**src/rtl/icache_if.sv**
```systemverilog
// ============================================================================
//  icache_if
//  Bus interfaces around the instruction cache:
//    icache_dp_if  : datapath instruction port (datapath = master, cache = slave)
//    icache_mem_if : memory-controller instruction port (cache = master,
//                    memory controller = slave)
//  Revision: 1.0
// ============================================================================
`default_nettype none

interface icache_dp_if;
  logic        imemREN;
  logic [31:0] imemaddr;
  logic        ihit;
  logic [31:0] imemload;

  modport master (
    output imemREN,
    output imemaddr,
    input  ihit,
    input  imemload
  );

  modport slave (
    input  imemREN,
    input  imemaddr,
    output ihit,
    output imemload
  );
endinterface

interface icache_mem_if;
  logic        iREN;
  logic [31:0] iaddr;
  logic        iwait;
  logic [31:0] iload;

  modport master (
    output iREN,
    output iaddr,
    input  iwait,
    input  iload
  );

  modport slave (
    input  iREN,
    input  iaddr,
    output iwait,
    output iload
  );
endinterface

`default_nettype wire

```
**src/rtl/icache.sv**
```systemverilog
// ============================================================================
//  icache
//  Direct-mapped, read-only instruction cache, one 32-bit word per frame.
//  Hits return combinationally; a miss stalls fetch while a single-word fill
//  is performed from the memory controller.
//  Optional feature macro: ICACHE_STATS_EN adds saturating hit/miss counters
//  (ports hit_count / miss_count).
//  Revision: 1.0
// ============================================================================
`default_nettype none

module icache #(
  parameter int SETS  = 16,
  parameter int IDX_W = $clog2(SETS),
  parameter int TAG_W = 30 - IDX_W
) (
  input  logic         CLK,
  input  logic         nRST,
  icache_dp_if.slave   dp,
  icache_mem_if.master mem
`ifdef ICACHE_STATS_EN
  ,
  output logic [31:0]  hit_count,
  output logic [31:0]  miss_count
`endif
);

  typedef enum logic [0:0] {
    IDLE  = 1'b0,
    FETCH = 1'b1
  } state_t;

  state_t state;
  state_t next_state;

  // Frame storage; only the valid bits need a reset value.
  logic [SETS-1:0]  valid;
  logic [TAG_W-1:0] tags [SETS];
  logic [31:0]      data [SETS];

  logic [31:0]      miss_addr;

  logic [IDX_W-1:0] req_idx;
  logic [TAG_W-1:0] req_tag;
  logic [IDX_W-1:0] fill_idx;
  logic [TAG_W-1:0] fill_tag;
  logic             lookup_hit;

  logic             hit;
  logic [31:0]      load_word;
  logic             ren;
  logic [31:0]      raddr;
  logic             miss_start;
  logic             fill_en;

  // Byte-offset bits of the fetch address carry no information for a word cache.
  logic             addr_lo_unused;
  assign addr_lo_unused = ^dp.imemaddr[1:0];

  assign req_idx  = dp.imemaddr[1+IDX_W:2];
  assign req_tag  = dp.imemaddr[31:2+IDX_W];
  assign fill_idx = miss_addr[1+IDX_W:2];
  assign fill_tag = miss_addr[31:2+IDX_W];

  assign lookup_hit = valid[req_idx] && (tags[req_idx] == req_tag);

  // Next-state and output decode; hits are only reported while idle.
  always_comb begin
    next_state = state;
    hit        = 1'b0;
    load_word  = data[req_idx];
    ren        = 1'b0;
    raddr      = 32'h0;
    miss_start = 1'b0;
    fill_en    = 1'b0;
    case (state)
      IDLE: begin
        hit = dp.imemREN && lookup_hit;
        if (dp.imemREN && !lookup_hit) begin
          miss_start = 1'b1;
          next_state = FETCH;
        end
      end
      FETCH: begin
        ren   = 1'b1;
        raddr = miss_addr;
        if (!mem.iwait) begin
          fill_en    = 1'b1;
          next_state = IDLE;
        end
      end
      default: next_state = IDLE;
    endcase
  end

  assign dp.ihit     = hit;
  assign dp.imemload = load_word;
  assign mem.iREN    = ren;
  assign mem.iaddr   = raddr;

  // State register and latched miss address; reset abandons any fill in flight.
  always_ff @(posedge CLK or negedge nRST) begin
    if (!nRST) begin
      state     <= IDLE;
      miss_addr <= 32'h0;
    end else begin
      state <= next_state;
      if (miss_start) begin
        miss_addr <= {dp.imemaddr[31:2], 2'b00};
      end
    end
  end

  // Valid bits: cleared by reset, set when a fill completes.
  always_ff @(posedge CLK or negedge nRST) begin
    if (!nRST) begin
      valid <= '0;
    end else if (fill_en) begin
      valid[fill_idx] <= 1'b1;
    end
  end

  // Tag and data arrays: a fill overwrites the frame unconditionally.
  always_ff @(posedge CLK) begin
    if (fill_en) begin
      tags[fill_idx] <= fill_tag;
      data[fill_idx] <= mem.iload;
    end
  end

`ifdef ICACHE_STATS_EN
  // Saturating event counters: hits per cycle, misses per IDLE->FETCH.
  always_ff @(posedge CLK or negedge nRST) begin
    if (!nRST) begin
      hit_count  <= 32'h0;
      miss_count <= 32'h0;
    end else begin
      if (hit && (hit_count != 32'hFFFF_FFFF)) begin
        hit_count <= hit_count + 32'd1;
      end
      if (miss_start && (miss_count != 32'hFFFF_FFFF)) begin
        miss_count <= miss_count + 32'd1;
      end
    end
  end
`endif

endmodule

`default_nettype wire

```
**src/flat_wrapper.sv**
```systemverilog
// flat-port wrapper written by rule: the top's interface ports become plain ports
module icache_flat 
#(
  parameter int SETS  = 16,
  parameter int IDX_W = $clog2(SETS),
  parameter int TAG_W = 30 - IDX_W
)
  (CLK, nRST, dp_imemREN, dp_imemaddr, dp_ihit, dp_imemload, mem_iREN, mem_iaddr, mem_iwait, mem_iload);
  icache_dp_if dp_i ();
  icache_mem_if mem_i ();
  input  logic CLK;
  input  logic nRST;
  input wire logic [$bits(dp_i.imemREN)-1:0] dp_imemREN;
  input wire logic [$bits(dp_i.imemaddr)-1:0] dp_imemaddr;
  output wire logic [$bits(dp_i.ihit)-1:0] dp_ihit;
  output wire logic [$bits(dp_i.imemload)-1:0] dp_imemload;
  output wire logic [$bits(mem_i.iREN)-1:0] mem_iREN;
  output wire logic [$bits(mem_i.iaddr)-1:0] mem_iaddr;
  input wire logic [$bits(mem_i.iwait)-1:0] mem_iwait;
  input wire logic [$bits(mem_i.iload)-1:0] mem_iload;
  assign dp_i.imemREN = dp_imemREN;
  assign dp_i.imemaddr = dp_imemaddr;
  assign dp_ihit = dp_i.ihit;
  assign dp_imemload = dp_i.imemload;
  assign mem_iREN = mem_i.iREN;
  assign mem_iaddr = mem_i.iaddr;
  assign mem_i.iwait = mem_iwait;
  assign mem_i.iload = mem_iload;
  icache #(.SETS(SETS), .IDX_W(IDX_W), .TAG_W(TAG_W)) u_core (.CLK(CLK), .nRST(nRST), .dp(dp_i), .mem(mem_i));
endmodule
```
**config.mk**
```make
export PLATFORM = sky130hd
export DESIGN_NAME = icache_flat
export DESIGN_NICKNAME = d
export VERILOG_FILES = /design/src/rtl/icache_if.sv /design/src/rtl/icache.sv /design/src/flat_wrapper.sv
export SDC_FILE = /design/constraint.sdc
export NUM_CORES = 1
export LEC_CHECK = 0
export ABC_AREA = 1
export CORE_UTILIZATION = 45
export DETAILED_ROUTE_END_ITERATION = 7
export PLACE_DENSITY = 0.66
export RECOVER_POWER = 50
export SETUP_SLACK_MARGIN = 0.05
export SYNTH_ARGS = -nofsm -noshare
export SYNTH_HDL_FRONTEND = slang
export SYNTH_SLANG_ARGS = --single-unit
```
**constraint.sdc**
```tcl
create_clock -name CLK -period 4.1 [get_ports CLK]
set_input_delay 1.025 -clock CLK [delete_from_list [all_inputs] [get_ports CLK]]
set_output_delay 1.025 -clock CLK [all_outputs]
set_load 0.01 [all_outputs]
```
==> impl_metrics.json <==
{
  "wl_per_cell_um": 22.8,
  "io_pins": 134,
  "start_util": 0.457,
  "hold_depth": 2,
  "clockBufferDepth": 3,
  "cts_tree": "yes",
  "fin_nets": 3678,
  "antenna_found_initial": 9,
  "vias": 27100,
  "grt_usage": 0.240,
  "wirelength_um": 110000,
  "gp_congestion": 0.841,
  "leakage_nw": 18.1,
  "hold_path_end": "u_core.valid[9]",
  "r2r-end": "u_core.data[7][5]",
  "reg2reg_depth": 5,
  "layout-drive-gt1-share": 0.118,
  "ys_top_cells_by_area": "edfxtp_1 (70%), nand2_1 (7.1%), nand3_1 (3.9%)",
  "drt-initial-drc-count": 2977,
  "cts_made_buffers": 99,
  "clkTransAtPathRegs_ps": 60,
  "maxCapViolCount": 1,
  "slew_viol_final": 28,
  "post-route-util": 0.551,
  "synth-seq-area-share": 0.728,
  "setup_violations": 0,
  "die_w_um": 300,
  "vdd_ir_drop_max_v": 0.000398,
  "ys_ff_latch": 975,
  "crit_chain": "buf_16 > buf_12 > buf_4 > clkbuf_16 > clkbuf_16 > o21ai_0 > o221ai_1 > nand3_1 > nand2_1 > clkdlybuf4s50_1",
  "die-height_um": 300,
  "cts-root-buf": "clkbuf_16",
  "cp_max_fo": 28,
  "die_area_sq_mm": 0.0898,
  "slowest_delay_ps": 540,
  "grt_first_pass_wirelength_um": 161000,
  "grt_pass1_vias": 25800,
  "end_kind": "output port",
  "dp_hpwl_um": 57300,
  "final-seq-area_sq_mm": 0.0290,
  "hold_viol": 0,
  "skew_ps": 33.7,
  "reg2reg_slack_ps": 1380,
  "worst-slew-pin-transition_ps": 1720,
  "syn2layout_area_growth_pct": 20.5,
  "core_sq_mm": 0.0873,
  "ys_warn_count": 0,
  "viasPerCell": 5.59,
  "multi_input_area_sq_mm": 0.00923,
  "status": "finished, violations left",
  "hp-start": "u_core.valid[9]",
  "start_kind": "input pin",
  "grt_max_degree": 63,
  "syn-cell-area_sq_mm": 0.0399,
  "violations": "capacitance limit, slew limit",
  "syn_avg_cell_area_sq_um": 11.8,
  "cts_hold_buffers": 0,
  "n_fill_cell": 7220,
  "cellPowerDensity_mw_per_mm2": 481,
  "worstPathRequired_ps": 3070,
  "rsz0062_at_grt": "yes",
  "netlist-cell-type-count": 28,
  "cts_num_sinks": 975,
  "reg2reg_from": "u_core.state",
  "cp_slowest_cell": "clkdlybuf4s50_1",
  "whs_ps": 459,
  "fmax_mhz": 248,
  "crit_arrival_ps": 3010,
  "cts_htree_levels": 3,
  "ant_nets": 0,
  "maxSlewHeadroom": -0.150,
  "fin_crit_sh": 0.985,
  "synth_cells": 3370,
  "dr.pass1.iters": 6,
  "synth_area_leader_cell": "edfxtp_1",
  "cp_top_family": "buffers and inverters",
  "yosysTopAreaCellShare": 0.699,
  "gr-total-overflow": 0,
  "fin_crit_ps": 4040,
  "drc": 0,
  "power_mw": 23.1,
  "hp-class": "flip-flop to flip-flop",
  "rows": 108,
  "crit_type": "input pin to output port",
  "clock_latency_ps": 670,
  "path_buf_inv": 6,
  "portBuffers": 129,
  "path_common_cell": "clkbuf_16"
}
## sequential cells by signal, summed over array words and instances, names as in the netlist
register          count
u_core.data         512
u_core.tags         416
u_core.miss_addr     30
u_core.valid         16
u_core.state          1
## repair_timing
action | in CTS | in global routing
buffers inserted | 0 | 7
cloned | 7 | 8
setup endpoints to repair | 33 | 28
gates resized for setup | 42 | 59
pin swaps | 5 | 14
## cell families (layout without fill, tap and decap cells)
| logic type | after synthesis | count (layout) | synth area share |
|---|---|---|---|
| AOI/OAI and AO/OA | 497 | 497 | 0.0761 |
| and+or+nand+nor | 1468 | 1468 | 0.150 |
| DFF | 975 | 975 | 0.728 |
| other | 1 | 3 | 0.0000940 |
| buffers and inverters | 429 | 751 | 0.0458 |
## power by group
part | switching, mW | internal, mW | total [mW]
clock network | 3.81 | 5.52 | 9.33
registers | 0.359 | 11.4 | 11.8
logic | 1.26 | 0.745 | 2.01
total | 5.43 | 17.7 | 23.1
## worst max-delay path by stage
stage                         startpoint                  to  slack [ps]  cells past startpoint
final                     dp_imemaddr[2]      dp_imemload[7]          60                     10
after global routing      dp_imemaddr[2]             dp_ihit        -100                     19
after CTS                 dp_imemaddr[2]      dp_imemload[2]          -2                     10
after detailed placement  dp_imemaddr[2]             dp_ihit        -360                     17
after global placement    dp_imemaddr[2]             dp_ihit        -350                     17
after floorplan                mem_iwait  u_core.data[13][0]        -160                      3
## metrics by stage
stage | cells | setup TNS [ps] | setup slack, ps | cell area (sq um)
final | 4849 | 0 | 62.6 | 48100
after floorplan | 3371 | -102580 | -165 | 39900
after global routing | 4848 | -97.1 | -97.1 | 48100
after global placement | 4642 | -3660 | -353 | 43900
after CTS | 4833 | -2.62 | -2.32 | 47700
after detailed placement | 4642 | -3990 | -359 | 43900
## cells in the mapped netlist
cell type,number
a21oi_1,5
buf_1,21
buf_2,39
buf_4,30
buf_6,7
clkbuf_1,113
clkinv_1,2
conb_1,1
dfrtp_1,47
edfxtp_1,928
inv_1,215
inv_2,1
inv_4,1
nand2_1,757
nand3_1,314
nand3_2,2
nand3b_1,4
nand4_1,2
nor2_1,374
nor3_1,1
o211ai_1,56
o21ai_0,278
o21ai_1,29
o21bai_4,1
o221ai_1,94
o22ai_1,34
or2_0,3
or2_2,11
## layout make-up
class / instances / area share
Antenna cell: 1 / 0.0000521
Clock buffer: 119 / 0.0546
Clock inverter: 65 / 0.0160
Inverter: 219 / 0.0181
Multi-Input combinational cell: 1967 / 0.192
Sequential cell: 975 / 0.604
Tap cell: 1155 / 0.0301
Timing Repair Buffer: 347 / 0.0846
Timing Repair inverter: 1 / 0.000234
## cell usage in the layout (no fill, tap or decap), drive strengths merged, types with 34 or more instances in the layout
cell / synthesis / final
inv: 217 / 223
nand2: 757 / 757
nand3: 316 / 316
dfrtp: 47 / 47
clkbuf: 113 / 129
clkinv: 2 / 43
buf: 97 / 211
o22ai: 34 / 34
clkdlybuf4s50: 0 / 69
o221ai: 94 / 94
o211ai: 56 / 56
nor2: 374 / 374
o21ai: 307 / 307
edfxtp: 928 / 928
## tightest hold or removal path, cell delays in order (launching register included)
cell and delay, ps:
dfrtp_1 320, inv_1 50, o21ai_0 60
## per-layer routing
layer	share of wire	vias to the layer above	track usage	wire [um]
met5	0.00089	-	0	98
met4	0.026	14	0.0718	2840
met3	0.090	211	0.0445	9910
met2	0.47	1275	0.382	51700
met1	0.42	13200	0.337	45800
li1	-	12400	-	-
Power figures use the tool's default switching activity.
